$ cat src/rtl/tc_pu_acc.sv
// Tensor-core processing unit with per-lane tile accumulation.
// N_UNIT lanes share one A vector and each takes its own B vector. Every
// accepted beat forms an N_MUL-element dot product per lane. The dot products
// are accumulated until the beat flagged in_last closes the tile. The closed
// tile is then shifted, clamped and presented on a valid/ready output.
module tc_pu_acc #(
  parameter int N_UNIT = 4,
  parameter int N_MUL  = 4,
  parameter int DW_MUL = 8,
  parameter int DW_ADD = 32,
  parameter int DW_OUT = 16,
  parameter int SHIFT  = 0,
  parameter int CW     = 8,
  localparam int DW_UNIT_IN = DW_MUL * N_MUL
) (
  input  logic                         clk,
  input  logic                         reset,
  input  logic                         in_valid,
  output logic                         in_ready,
  input  logic [DW_UNIT_IN-1:0]        in_a,
  input  logic [N_UNIT*DW_UNIT_IN-1:0] in_b,
  input  logic                         in_last,
  input  logic                         in_signed,
  output logic                         out_valid,
  input  logic                         out_ready,
  output logic [N_UNIT*DW_OUT-1:0]     out,
  output logic [N_UNIT-1:0]            out_ovf,
  output logic [CW-1:0]                out_cnt
);

  localparam int NP = N_UNIT * N_MUL;
  localparam int PW = 2 * DW_MUL;

  typedef enum logic {IDLE, ACCUM} state_t;

  // Element product. Operands are widened by one bit so that a single signed
  // multiplier covers both modes; the low PW bits hold the exact product
  // in either interpretation.
  function automatic logic [PW-1:0] mul_elem(input logic [DW_MUL-1:0] a,
                                             input logic [DW_MUL-1:0] b,
                                             input logic              sgn);
    logic signed [DW_MUL:0] ax;
    logic signed [DW_MUL:0] bx;
    logic signed [PW-1:0]   p;
    ax = $signed({sgn & a[DW_MUL-1], a});
    bx = $signed({sgn & b[DW_MUL-1], b});
    p  = ax * bx;
    return p;
  endfunction

  // Extends a product to accumulator width according to the tile mode.
  function automatic logic signed [DW_ADD-1:0] ext_prod(input logic [PW-1:0] p,
                                                        input logic          sgn);
    return $signed({{(DW_ADD-PW){sgn & p[PW-1]}}, p});
  endfunction

  // Shift and clamp an accumulator into the output range.
  // Returns {overflow_flag, value}.
  function automatic logic [DW_OUT:0] shift_sat(input logic signed [DW_ADD-1:0] acc,
                                                input logic                     sgn);
    logic [DW_ADD-1:0] r;
    logic [DW_OUT-1:0] v;
    logic              ovf;
    if (sgn) begin
      r   = $unsigned(acc >>> SHIFT);
      ovf = !((&r[DW_ADD-1:DW_OUT-1]) || !(|r[DW_ADD-1:DW_OUT-1]));
      if (ovf) v = r[DW_ADD-1] ? {1'b1, {(DW_OUT-1){1'b0}}} : {1'b0, {(DW_OUT-1){1'b1}}};
      else     v = r[DW_OUT-1:0];
    end else begin
      r   = $unsigned(acc) >> SHIFT;
      ovf = |r[DW_ADD-1:DW_OUT];
      v   = ovf ? {DW_OUT{1'b1}} : r[DW_OUT-1:0];
    end
    return {ovf, v};
  endfunction

  // Input-side tile tracking: the mode of a tile is fixed by its first beat.
  logic                     open_p0;
  logic                     tmode_p0;
  logic                     beat_sgn;
  logic                     take;
  logic                     stall;
  logic [PW-1:0]            prod_c [NP];

  // Stage 1 registers
  logic                     vld_p1;
  logic                     last_p1;
  logic                     sgn_p1;
  logic [PW-1:0]            prod_p1 [NP];
  logic signed [DW_ADD-1:0] sum_p1 [N_UNIT];
  logic                     adv_p1;

  // Stage 2 accumulator state
  state_t                   state_q, state_d;
  logic signed [DW_ADD-1:0] acc_p2 [N_UNIT];
  logic signed [DW_ADD-1:0] acc_d  [N_UNIT];
  logic [CW-1:0]            cnt_p2, cnt_d;
  logic                     mode_p2, mode_d;
  logic                     res_load;
  logic                     res_sgn;
  logic [N_UNIT*DW_OUT-1:0] res_out;
  logic [N_UNIT-1:0]        res_ovf;

  assign stall    = vld_p1 & last_p1 & out_valid & ~out_ready;
  assign in_ready = ~stall;
  assign take     = in_valid & in_ready;
  assign beat_sgn = open_p0 ? tmode_p0 : in_signed;
  assign adv_p1   = vld_p1 & ~stall;

  // Element-wise products of the incoming beat.
  always_comb begin
    for (int i = 0; i < N_UNIT; i++) begin
      for (int j = 0; j < N_MUL; j++) begin
        prod_c[i*N_MUL+j] = mul_elem(in_a[DW_MUL*j +: DW_MUL],
                                     in_b[DW_UNIT_IN*i + DW_MUL*j +: DW_MUL],
                                     beat_sgn);
      end
    end
  end

  // Stage 0 -> 1: capture products of an accepted beat; hold while stalled.
  always_ff @(posedge clk or negedge reset) begin
    if (!reset) begin
      open_p0  <= 1'b0;
      tmode_p0 <= 1'b0;
      vld_p1   <= 1'b0;
      last_p1  <= 1'b0;
      sgn_p1   <= 1'b0;
      for (int k = 0; k < NP; k++) prod_p1[k] <= '0;
    end else if (!stall) begin
      vld_p1 <= take;
      if (take) begin
        open_p0 <= ~in_last;
        if (!open_p0) tmode_p0 <= in_signed;
        last_p1 <= in_last;
        sgn_p1  <= beat_sgn;
        prod_p1 <= prod_c;
      end
    end
  end

  // Per-lane reduction of the stage-1 products.
  always_comb begin
    for (int i = 0; i < N_UNIT; i++) begin
      sum_p1[i] = '0;
      for (int j = 0; j < N_MUL; j++) begin
        sum_p1[i] = sum_p1[i] + ext_prod(prod_p1[i*N_MUL+j], sgn_p1);
      end
    end
  end

  // Tile FSM next state: load or accumulate, and close the tile on last.
  always_comb begin
    state_d  = state_q;
    acc_d    = acc_p2;
    cnt_d    = cnt_p2;
    mode_d   = mode_p2;
    res_load = 1'b0;
    res_sgn  = mode_p2;
    if (adv_p1) begin
      if (state_q == IDLE) begin
        for (int i = 0; i < N_UNIT; i++) acc_d[i] = sum_p1[i];
        cnt_d   = CW'(1);
        mode_d  = sgn_p1;
        res_sgn = sgn_p1;
      end else begin
        for (int i = 0; i < N_UNIT; i++) acc_d[i] = acc_p2[i] + sum_p1[i];
        cnt_d = cnt_p2 + {{(CW-1){1'b0}}, ~&cnt_p2};
      end
      if (last_p1) begin
        res_load = 1'b1;
        state_d  = IDLE;
      end else begin
        state_d  = ACCUM;
      end
    end
  end

  // Output formation from the closing accumulator values.
  always_comb begin
    logic [DW_OUT:0] s;
    res_out = '0;
    res_ovf = '0;
    for (int i = 0; i < N_UNIT; i++) begin
      s = shift_sat(acc_d[i], res_sgn);
      res_out[DW_OUT*i +: DW_OUT] = s[DW_OUT-1:0];
      res_ovf[i] = s[DW_OUT];
    end
  end

  // Stage 1 -> 2: accumulator, beat counter, tile mode and FSM state.
  always_ff @(posedge clk or negedge reset) begin
    if (!reset) begin
      state_q <= IDLE;
      cnt_p2  <= '0;
      mode_p2 <= 1'b0;
      for (int i = 0; i < N_UNIT; i++) acc_p2[i] <= '0;
    end else begin
      state_q <= state_d;
      cnt_p2  <= cnt_d;
      mode_p2 <= mode_d;
      acc_p2  <= acc_d;
    end
  end

  // Stage 2 -> output: load a closed tile; drop valid once consumed.
  always_ff @(posedge clk or negedge reset) begin
    if (!reset) begin
      out_valid <= 1'b0;
      out       <= '0;
      out_ovf   <= '0;
      out_cnt   <= '0;
    end else if (res_load) begin
      out_valid <= 1'b1;
      out       <= res_out;
      out_ovf   <= res_ovf;
      out_cnt   <= cnt_d;
    end else if (out_ready) begin
      out_valid <= 1'b0;
    end
  end

endmodule

$ cat config.mk
export PLATFORM = sky130hd
export DESIGN_NAME = tc_pu_acc
export DESIGN_NICKNAME = d
export VERILOG_FILES = /design/src/rtl/tc_pu_acc.sv
export SDC_FILE = /design/constraint.sdc
export NUM_CORES = 2
export LEC_CHECK = 0
export BUFFER_PORTS_ARGS = -buffer_cell sky130_fd_sc_hd__buf_2
export CAP_MARGIN = 20
export CELL_PAD_IN_SITES_DETAIL_PLACEMENT = 0
export CELL_PAD_IN_SITES_GLOBAL_PLACEMENT = 1
export CORE_UTILIZATION = 30
export DETAILED_ROUTE_END_ITERATION = 10
export PLACE_DENSITY_LB_ADDON = 0.1
export SLEW_MARGIN = 10
export SYNTH_ARGS = -nofsm -noshare
export SYNTH_HDL_FRONTEND = slang
export SYNTH_SLANG_ARGS = --single-unit
export TNS_END_PERCENT = 20
$ cat constraint.sdc
create_clock -name clk -period 6.4 [get_ports clk]
set_input_delay 0.64 -clock clk [delete_from_list [all_inputs] [get_ports clk]]
set_output_delay 0.64 -clock clk [all_outputs]
set_load 0.005 [all_outputs]
==> flow_summary.toml <==
[floorplan]
die_h_microns = 511
dieWidth_microns = 511
io_pins = 244
core-area_sq_um = 257000
die_area_sq_um = 261000
rows = 186
initial_core_util_pct = 30.2

[logic_synthesis]
synth_area_sq_um = 77700
synth_nets = 10900
synth_edf_count = 0
yosys.area_share.simple_pct = 16.1
async_flop_share_pct = 100
avgSynthCellArea_sq_um = 8.73
ys_types = 98
synth_top_family_by_area = "adder cells"
synthCells = 8895
synth-seq-area-share_pct = 15.3
synthXorXnorAreaFrac_pct = 4.65
ys.flop_type = "dfrtp_1"
yosys_register_bits = 475
synth.area.mux_share_pct = 0.893
synthAdderAreaFrac_pct = 41.6
ys.warnings.count = 0
synth-compound-area-share_pct = 11.9

[sta]
relSlewSlack_pct = 24.9
hold_viol = 0
fin_crit_ps = 6520
fmax_ghz = 0.153
tightest_slew_ps = 1130
skew_ps = 56.3
grt_setup_unrepaired = "yes"
layout_setup_ws_ps = -119
slew_viol_final = 0
fin_crit_sh_pct = 102
setup_viol = 23

[placed_design]
hpwl_microns = 226000
pre_cts_ws_ps = -705
place_congestion = 0.883
portBuffers = 243

[flow_run]
max_cap_violations = 0

[clock_tree]
clock_sinks = 475
insertion_delay_ps = 690
path_clk_slew_ps = 60
cts_tree = "built"
root_buffer = "clkbuf_16"
clock_path_buffers = 3
cts_max_level = 3
cts_buffers = 69

[global_routing]
overflow = 0
grt_pass1_vias = 67800
grt_max_degree = 214
grt_first_pass_wirelength_microns = 421000
grt_usage_pct = 21.0
antenna_found_initial = 21

[final_layout]
layout_common_cells = "inv_1 (1519), nand2_1 (1239), fa_1 (1143)"
fill_cells = 26400
layout-drive-gt1-share_pct = 21.5
final_common_cell = "inv_1"
fin_nets = 12000
syn2layout_area_growth_pct = 23.7

[critical_path]
setup.worst_path.end = "out[32]"
worstPathArrival_ps = 7080
path_class = "reg2reg"
crit_start = "prod_p1[77]"
timing.rr.end = "out[32]"
ff2ff_setup_slack_ps = -120
r2r_cells = 21
startpoint_type = "flop"
cp-end-kind = "flop"
worstPathRequired_ps = 6960
r2r-start = "prod_p1[77]"
crit_fanout = 8

[route]
vias_per_cell = 4.75
finalWirelength_microns = 273000
wire_per_inst_microns = 20.4
vias = 63700
dr.pass1.iters = 5
drc = 0
first_iter_violations = 3368
postRouteAntennaNets = 0

[min_path]
hold_class = "in2reg"

[outcome]
violations = "negative setup slack"
status = "finished, violations left"
cells by family after synthesis:
logic type / after synthesis
adder cells (fa/ha/maj): 1888
buffers and inverters: 1983
flip-flops: 475
AO/OA/AOI/OAI: 1459
XOR/XNOR: 412
multiplexers: 68
AND/OR/NAND/NOR: 2610
timing repair:
item / CTS / global route
pin swaps: 77 / 189
gates cloned: 3 / 3
buffers inserted: 27 / 48
endpoints found under the setup margin: 80 / 96
hold buffers: 1 / 0
gates resized for setup: 183 / 395
hold endpoints to repair: 52 / 0
worst min path at each step:
stage	start	end	cells after the start
CTS	in_valid	vld_p1	2
floorplan	reset	acc_p2[0]	0
global route	in_valid	vld_p1	2
finish	in_valid	vld_p1	2
global placement	out_cnt[6]	out_cnt[6]	2
detailed placement	out_cnt[6]	out_cnt[6]	2
final cells by class:
type	count	area (sq um)	area share [%]
Clock buffer	93	1940	2.02
Sequential cell	475	11900	12.4
Timing Repair Buffer	1412	10600	11.1
Tap cell	3384	4230	4.41
Clock inverter	27	449	0.467
Antenna cell	8	20.0	0.0208
Inverter	1555	5840	6.07
Multi-Input combinational cell	6440	61100	63.6
per-layer routing:
layer  global-route usage (%)  vias up  wire, microns
met3                     1.34      167           7360
met5                        0        -             13
met1                     30.6    32100         135000
met2                     34.2      958         127000
met4                     3.80        2           4140
li1                         -    30500              -
Yosys cell counts (88+ instances only):
cell,count,area [sq um]
nand2_1,1250,4690
xnor2_1,329,2880
ha_1,736,9210
or2_2,114,713
nor3_1,88,440
fa_1,1152,23100
a21oi_1,381,1910
and3_1,95,594
clkbuf_1,358,1340
nand3_1,104,521
o21bai_1,119,893
o21ai_0,447,2240
nor2_1,265,995
dfrtp_1,475,11900
and2_1,485,3030
inv_1,1555,5840
metrics by stage:
step           TNS [ps]  hold WS, ps  utilization (%)  cells  cell area [sq um]
2_1_floorplan      -366          344                -   8895              77700
6_report          -1450          223             37.4  13400              96100
5_1_grt          -13790          236             37.4  13400              96100
3_3_place_gp     -31530          456             35.1  13200              90200
3_5_place_dp     -34310          465             35.1  13200              90200
4_1_cts            -559          175             36.4  13300              93700
critical path, stage by stage (launching register included):
cell and delay (ps):
dfrtp_1 350, inv_1 70, fa_1 510, fa_2 670, inv_2 70, ha_4 220
a211oi_2 210, nor2_2 80, o41a_1 440, o31a_1 340, and2_4 180, ha_4 270
nand4_1 200, a2111oi_4 480, o31ai_4 170, a21oi_2 220, mux2_4 330, or3b_4 390
a2111oi_4 330, nand3b_1 230, o21ba_4 350, o221a_2 270
registers in the layout (all words and copies together) (netlist names):
signal,cells
prod_p1,256
acc_p2,128
out,64
cnt_p2,8
out_cnt,8
out_ovf,4
last_p1,1
mode_p2,1
open_p0,1
out_valid,1
sgn_p1,1
state_q,1
vld_p1,1
Power is left out: the tool's default activity adds up to more than one toggle a clock period on the data nets, which glitch-free logic cannot reach.
